--- src/rtl/pacman_map_pkg.sv ---
// Shared maze geometry, tile address type, direction encoding and server states.
package pacman_map_pkg;

  localparam int unsigned MAP_COLS   = 40;
  localparam int unsigned MAP_ROWS   = 30;
  localparam int unsigned TILE_SHIFT = 4;
  localparam int unsigned MAP_TILES  = MAP_COLS * MAP_ROWS;
  localparam int unsigned TUNNEL_ROW = 14;
  // Columns at or above this come from x-1 underflowing at the left edge
  localparam int unsigned TUNNEL_WRAP_HI = MAP_COLS + 12;

  typedef logic [10:0] tile_addr_t;

  typedef enum logic [1:0] {
    DIR_UP    = 2'b00,
    DIR_RIGHT = 2'b01,
    DIR_DOWN  = 2'b10,
    DIR_LEFT  = 2'b11
  } dir_t;

  typedef enum logic {
    ST_INIT = 1'b0,
    ST_RUN  = 1'b1
  } srv_state_t;

  function automatic tile_addr_t tile_addr(input logic [4:0] row, input logic [5:0] col);
    return tile_addr_t'(row) * tile_addr_t'(MAP_COLS) + tile_addr_t'(col);
  endfunction

endpackage

--- src/rtl/map_tile_rom.sv ---
// Maze wall and initial-pellet bits: bordered field with single-tile pillars and
// open tunnel ends on the tunnel row, which carries no pellets.
module map_tile_rom
  import pacman_map_pkg::*;
(
  input  tile_addr_t addr,
  output logic       wall,
  output logic       pellet
);

  int unsigned row;
  int unsigned col;

  always_comb begin
    row    = 32'(addr) / MAP_COLS;
    col    = 32'(addr) % MAP_COLS;
    wall   = 1'b1;
    pellet = 1'b0;
    if (32'(addr) < MAP_TILES) begin
      wall = (row == 0) || (row == MAP_ROWS - 1)
          || (((col == 0) || (col == MAP_COLS - 1)) && (row != TUNNEL_ROW))
          || (((row % 4) == 2) && ((col % 4) == 2));
      pellet = (row != TUNNEL_ROW);
    end
  end

endmodule

--- src/rtl/map_query_server.sv ---
// Round-robin tile query server with a 2-cycle wall/pellet lookup pipeline.
// Optional feature: define MAP_TUNNEL_EN to wrap out-of-range columns.
module map_query_server #(
  parameter int NUM_REQ    = 4,
  parameter int TILE_SHIFT = 4
) (
  input  logic                  clk,
  input  logic                  rst,
  input  logic [NUM_REQ-1:0]    req_valid,
  input  logic [NUM_REQ*10-1:0] req_x,
  input  logic [NUM_REQ*9-1:0]  req_y,
  input  logic [NUM_REQ-1:0]    req_eat,
  output logic [NUM_REQ-1:0]    req_ready,
  output logic [NUM_REQ-1:0]    rsp_valid,
  output logic                  rsp_wall,
  output logic                  rsp_pellet,
  output logic [10:0]           pellets_left,
  output logic                  all_eaten
);
  import pacman_map_pkg::*;

  localparam int PW = (NUM_REQ > 1) ? $clog2(NUM_REQ) : 1;
  localparam tile_addr_t LAST_ADDR = tile_addr_t'(MAP_TILES - 1);

  srv_state_t         state, state_nx;
  tile_addr_t         init_addr;
  logic [PW-1:0]      rr_ptr, gidx;
  logic [NUM_REQ-1:0] grant;
  int unsigned        cand;

  logic [9:0]         sel_x, col_raw;
  logic [8:0]         sel_y, row_raw;
  logic               sel_eat;
  logic [5:0]         col;
  logic               q_oob;
  tile_addr_t         q_addr;

  logic [NUM_REQ-1:0] s1_valid;
  tile_addr_t         s1_addr;
  logic               s1_oob, s1_eat;

  tile_addr_t         rom_addr;
  logic               rom_wall, rom_pellet;
  logic               bitmap [MAP_TILES];
  logic               bm_rd, s1_live, take;

  always_ff @(posedge clk) begin
    if (rst) state <= ST_INIT;
    else     state <= state_nx;
  end

  always_comb begin
    state_nx = state;
    case (state)
      ST_INIT: if (init_addr == LAST_ADDR) state_nx = ST_RUN;
      ST_RUN:  state_nx = ST_RUN;
      default: state_nx = ST_INIT;
    endcase
  end

  always_ff @(posedge clk) begin
    if (rst)                                           init_addr <= '0;
    else if (state == ST_INIT && init_addr != LAST_ADDR) init_addr <= init_addr + 11'd1;
  end

  // Search starts at rr_ptr, which holds the index after the last grantee
  always_comb begin
    grant = '0;
    gidx  = '0;
    cand  = 0;
    if (state == ST_RUN) begin
      for (int unsigned i = 0; i < NUM_REQ; i++) begin
        cand = (32'(rr_ptr) + i) % NUM_REQ;
        if (grant == '0 && req_valid[cand]) begin
          grant[cand] = 1'b1;
          gidx        = PW'(cand);
        end
      end
    end
  end

  assign req_ready = grant;

  always_ff @(posedge clk) begin
    if (rst)        rr_ptr <= '0;
    else if (|grant) rr_ptr <= (gidx == PW'(NUM_REQ - 1)) ? '0 : gidx + 1'b1;
  end

  assign sel_x   = req_x[32'(gidx)*10 +: 10];
  assign sel_y   = req_y[32'(gidx)*9 +: 9];
  assign sel_eat = req_eat[gidx];
  assign col_raw = sel_x >> TILE_SHIFT;
  assign row_raw = sel_y >> TILE_SHIFT;

  always_comb begin
    col    = '0;
    q_oob  = 1'b0;
    q_addr = '0;
`ifdef MAP_TUNNEL_EN
    if (col_raw >= 10'(TUNNEL_WRAP_HI))  col = 6'(MAP_COLS - 1);
    else if (col_raw >= 10'(MAP_COLS))   col = '0;
    else                                 col = col_raw[5:0];
`else
    if (col_raw >= 10'(MAP_COLS)) q_oob = 1'b1;
    else                          col   = col_raw[5:0];
`endif
    if (row_raw >= 9'(MAP_ROWS)) q_oob = 1'b1;
    if (!q_oob) q_addr = tile_addr(row_raw[4:0], col);
  end

  always_ff @(posedge clk) begin
    if (rst) begin
      s1_valid <= '0;
      s1_addr  <= '0;
      s1_oob   <= 1'b0;
      s1_eat   <= 1'b0;
    end else begin
      s1_valid <= grant;
      s1_addr  <= q_addr;
      s1_oob   <= q_oob;
      s1_eat   <= sel_eat;
    end
  end

  // The ROM port serves the sweep in INIT and the stage-1 lookup in RUN
  assign rom_addr = (state == ST_INIT) ? init_addr : s1_addr;

  map_tile_rom u_rom (
    .addr   (rom_addr),
    .wall   (rom_wall),
    .pellet (rom_pellet)
  );

  // Read and clear happen in the same stage, so a back-to-back eat sees the cleared bit
  assign bm_rd   = bitmap[s1_addr];
  assign s1_live = (|s1_valid) && !s1_oob;
  assign take    = s1_live && s1_eat && bm_rd;

  always_ff @(posedge clk) begin
    if (state == ST_INIT)  bitmap[init_addr] <= rom_pellet & ~rom_wall;
    else if (!rst && take) bitmap[s1_addr]   <= 1'b0;
  end

  always_ff @(posedge clk) begin
    if (rst) begin
      rsp_valid    <= '0;
      rsp_wall     <= 1'b0;
      rsp_pellet   <= 1'b0;
      pellets_left <= '0;
    end else begin
      rsp_valid  <= s1_valid;
      rsp_wall   <= (|s1_valid) && (s1_oob || rom_wall);
      rsp_pellet <= s1_live && bm_rd;
      if (state == ST_INIT) begin
        if (rom_pellet && !rom_wall) pellets_left <= pellets_left + 11'd1;
      end else if (take && pellets_left != '0) begin
        pellets_left <= pellets_left - 11'd1;
      end
    end
  end

  assign all_eaten = (state == ST_RUN) && (pellets_left == '0);

endmodule
--- config.mk ---
export PLATFORM = sky130hd
export DESIGN_NAME = map_query_server
export DESIGN_NICKNAME = d
export VERILOG_FILES = /design/src/rtl/pacman_map_pkg.sv /design/src/rtl/map_tile_rom.sv /design/src/rtl/map_query_server.sv
export SDC_FILE = /design/constraint.sdc
export NUM_CORES = 2
export LEC_CHECK = 0
export CAP_MARGIN = 20
export CORE_UTILIZATION = 45
export CTS_CLUSTER_SIZE = 14
export DETAILED_ROUTE_END_ITERATION = 6
export GPL_TIMING_DRIVEN = 0
export PLACE_DENSITY_LB_ADDON = 0.08
export SLEW_MARGIN = 20
export SYNTH_ARGS = -nofsm -noshare
export SYNTH_HDL_FRONTEND = slang
export SYNTH_SLANG_ARGS = --single-unit
--- constraint.sdc ---
create_clock -name clk -period 60.8 [get_ports clk]
set_clock_uncertainty 0.2 [all_clocks]
set_input_delay 6.08 -clock clk [delete_from_list [all_inputs] [get_ports clk]]
set_output_delay 6.08 -clock clk [all_outputs]
set_load 0.01 [all_outputs]
==> flow_summary_export.csv <==
group,metric,value,unit
clock_tree,insertion_delay,790,ps
route,route.detailed.drc,0,
worst_setup_path,cp-start-kind,"primary input",
job,maxCapViolations,0,
layout,post-route-util,52.33,%
sta,fmax,0.06338,GHz
synth,synth_mux_area_share,16.91,%
worst_setup_path,endpoint_kind,"output port",
floorplanning,dieArea,0.1274,mm2
synth,yosys.area.top_type_share,63.55,%
synth,ys_ff_latch,1248,
route,drt_pass1_iterations,6,
clock_tree,post-cts-setup-buffers,0,
sta,min_period,15780,ps
layout,final_common_cell,"nor2_1",
power,leakagePower,19.85,nW
place,placed_area,0.06083,mm2
clock_tree,clockRootBuffer,"clkbuf_16",
place,dp_hpwl,129700,um
synth,synth-edff-count,1200,
sta,worst_slew_pin_slew,1186,ps
floorplanning,core,0.1243,mm2
floorplanning,initial_core_util,45.62,%
synth,synth_top_family_by_area,"multiplexers",
place,portBuffers,75,
floorplanning,die_w,357.0,um
synth,synth_xor_area_share,0.3862,%
sta,report.final.slew_viol_count,0,
worst_setup_path,crit_required,54520,ps
synth,yosysWarnings,0,
clock_tree,cts_buffers,137,
run_status,outcome,"complete, no violations",
worst_setup_path,crit_type,"in -> out",
route,via_count,37069,
global_route,grtUsageTotal,31.10,%
layout,fin_nets,4367,
clock_tree,clk_pin_slew,50,ps
layout,layout_common_cells,"nor2_1 (1266), edfxtp_1 (1200), mux4_2 (405), nand2_1 (164), buf_2 (154)",
sta,tns,0,ps
power,finalPower,0.001853,W
layout,final_cells,5995,
clock_tree,clockBufferDepth,3,
hold_path,hold_class,"reg -> reg",
synth,synthFlopType,"edfxtp_1",
sta,rsz0062_at_grt,"false",
route,vias_per_cell,6.183,
layout,fin_area,0.06503,mm2
worst_setup_path,cp.arrival,9500,ps
floorplanning,die_h,357.0,um
route,ant_nets,0,
global_route,grt_pass1_vias,35775,
sta,setup_violations,0,
clock_tree,htree_num_levels,4,
synth,synth_fa_ha_area_share,0.6355,%
route,wire_per_inst,32.70,um
global_route,grt_antenna_before_repair,15,
synth,avgSynthCellArea,14.44,um2
clock_tree,cts_tree,"built",
synth,synth_cells,3926,
sta,final_hold_viol_count,0,
sta,fin_crit_sh,25.95,%
synth,yosysTopAreaCell,"edfxtp_1",
place,globalplace.congestion,0.8696,
layout,syn_to_final_growth,14.69,%
floorplanning,rows,129,
clock_tree,cts_resized,0,
synth,syn_area,0.05670,mm2
power,p_per_area,28.50,mW/mm2
floorplanning,design.portCount,108,
place,post-place-cells,5752,
power,peakVddDrop,0.00003004,V
global_route,grt_max_degree,17,
synth,synth-compound-area-share,2.487,%
synth,seq_area_frac_synth,65.25,%
synth,synth-simple-area-share,11.53,%
synth,yosys-top-cells-area,"edfxtp_1 (64%), mux4_2 (16%), nor2_1 (8.4%)",
clock_tree,cts_sinks,1248,
synth,async_flop_share,0,%
sta,max_slew_margin,20.94,%
clock_tree,ctsHoldBuffers,0,
synth,post_synth_num_cell_types,80,
synth,synth.net_count,4039,
global_route,grt-ovfl-total,0,
route,wirelength,196000,um
worst_setup_path,worstPathMaxFanout,8,
route,drtIter0Drc,5346,
global_route,grt_pass1_wl,273200,um
layout,drive_above_1_share,21.80,%
## sequential cells by signal, indices dropped and copies added, names as in the netlist
name,flops
bitmap,1200
init_addr,11
pellets_left,11
rr_ptr,2
rsp_pellet,1
rsp_valid,4
rsp_wall,1
s1_addr,11
s1_eat,1
s1_oob,1
s1_valid,4
state,1
## synth_stat cells (4+ instances only)
master / n
o21bai_1: 6
nor2_1: 1266
a21o_1: 8
a22oi_1: 4
o31ai_1: 4
mux2_2: 20
a21oi_1: 43
or2_2: 5
buf_1: 56
buf_4: 8
nor2b_1: 37
ha_1: 24
mux2i_1: 22
nand2_1: 164
o21ai_1: 11
nand4_1: 8
a211oi_1: 12
nand3b_1: 6
nand2b_1: 11
a32oi_1: 4
inv_1: 22
nand4b_1: 5
nand2_2: 4
nor3b_1: 10
clkbuf_1: 134
nor3_1: 25
or3_1: 8
and3_1: 13
nand3_1: 28
nor4_1: 15
edfxtp_1: 1200
mux4_2: 405
o22ai_1: 4
xnor2_1: 16
buf_2: 144
dfxtp_1: 48
a31oi_1: 16
o21ai_0: 24
a22o_1: 4
xor2_1: 9
## cell type report
cell class	count	area, um2
inverter	23	86.33
timing repair buffer	189	1943
fill	10606	59250
sequential	1248	37000
tap	1637	2048
clock inverter	68	586.8
antenna	4	10.01
buffer	343	1555
multi-input combinational	2312	18200
clock buffer	171	3608
## through the flow
stage,setup slack (ps),hold slack (ps)
after floorplan,88.72,225.5
after CTS,45030,266.8
final,45020,266.6
after global placement,-40870,254.2
after global routing,44800,275.1
after detailed placement,45040,259.5
## report_power, final
group / internal (W) / leakage (nW) / switching, W
Sequential: 0.000928 / 11.5 / 0.00000113
Combinational: 0.0000441 / 6.28 / 0.0000683
Clock: 0.000459 / 2.06 / 0.000353
## worst paths after layout
path | to | depth (start not counted) | start | slack [ps]
max | req_ready[2] | 10 | req_valid[0] | 45020
min | rsp_valid[1] | 1 | s1_valid[1] | 270
max reg2reg | bitmap[409] | 27 | s1_addr[1] | 50930
min reg2reg | rsp_valid[1] | 1 | s1_valid[1] | 270
## cells by family after synthesis
family | Yosys count
flops | 1248
xor+xnor | 25
mux | 449
compound gates | 194
buf+inv | 366
simple gates | 1617
fa+ha+maj | 27
## worst max-delay path, cell delays in order
cell,delay [ps]
clkdlybuf4s50_1,510
nor2b_1,140
a211oi_1,60
a21oi_1,520
mux2_2,420
nor4b_1,370
nor2b_1,450
a21oi_1,160
nor2_1,200
clkdlybuf4s50_1,570
## metal layers
| metal | up-vias | share of wire (%) | GRT usage, % |
|---|---|---|---|
| li1 | 15272 | - | - |
| met1 | 19415 | 40 | 43.50 |
| met2 | 1972 | 45 | 47.04 |
| met3 | 396 | 11 | 7.332 |
| met4 | 14 | 4.3 | 12.67 |
| met5 | - | 0.046 | 0 |
Power figures use the tool's default switching activity.
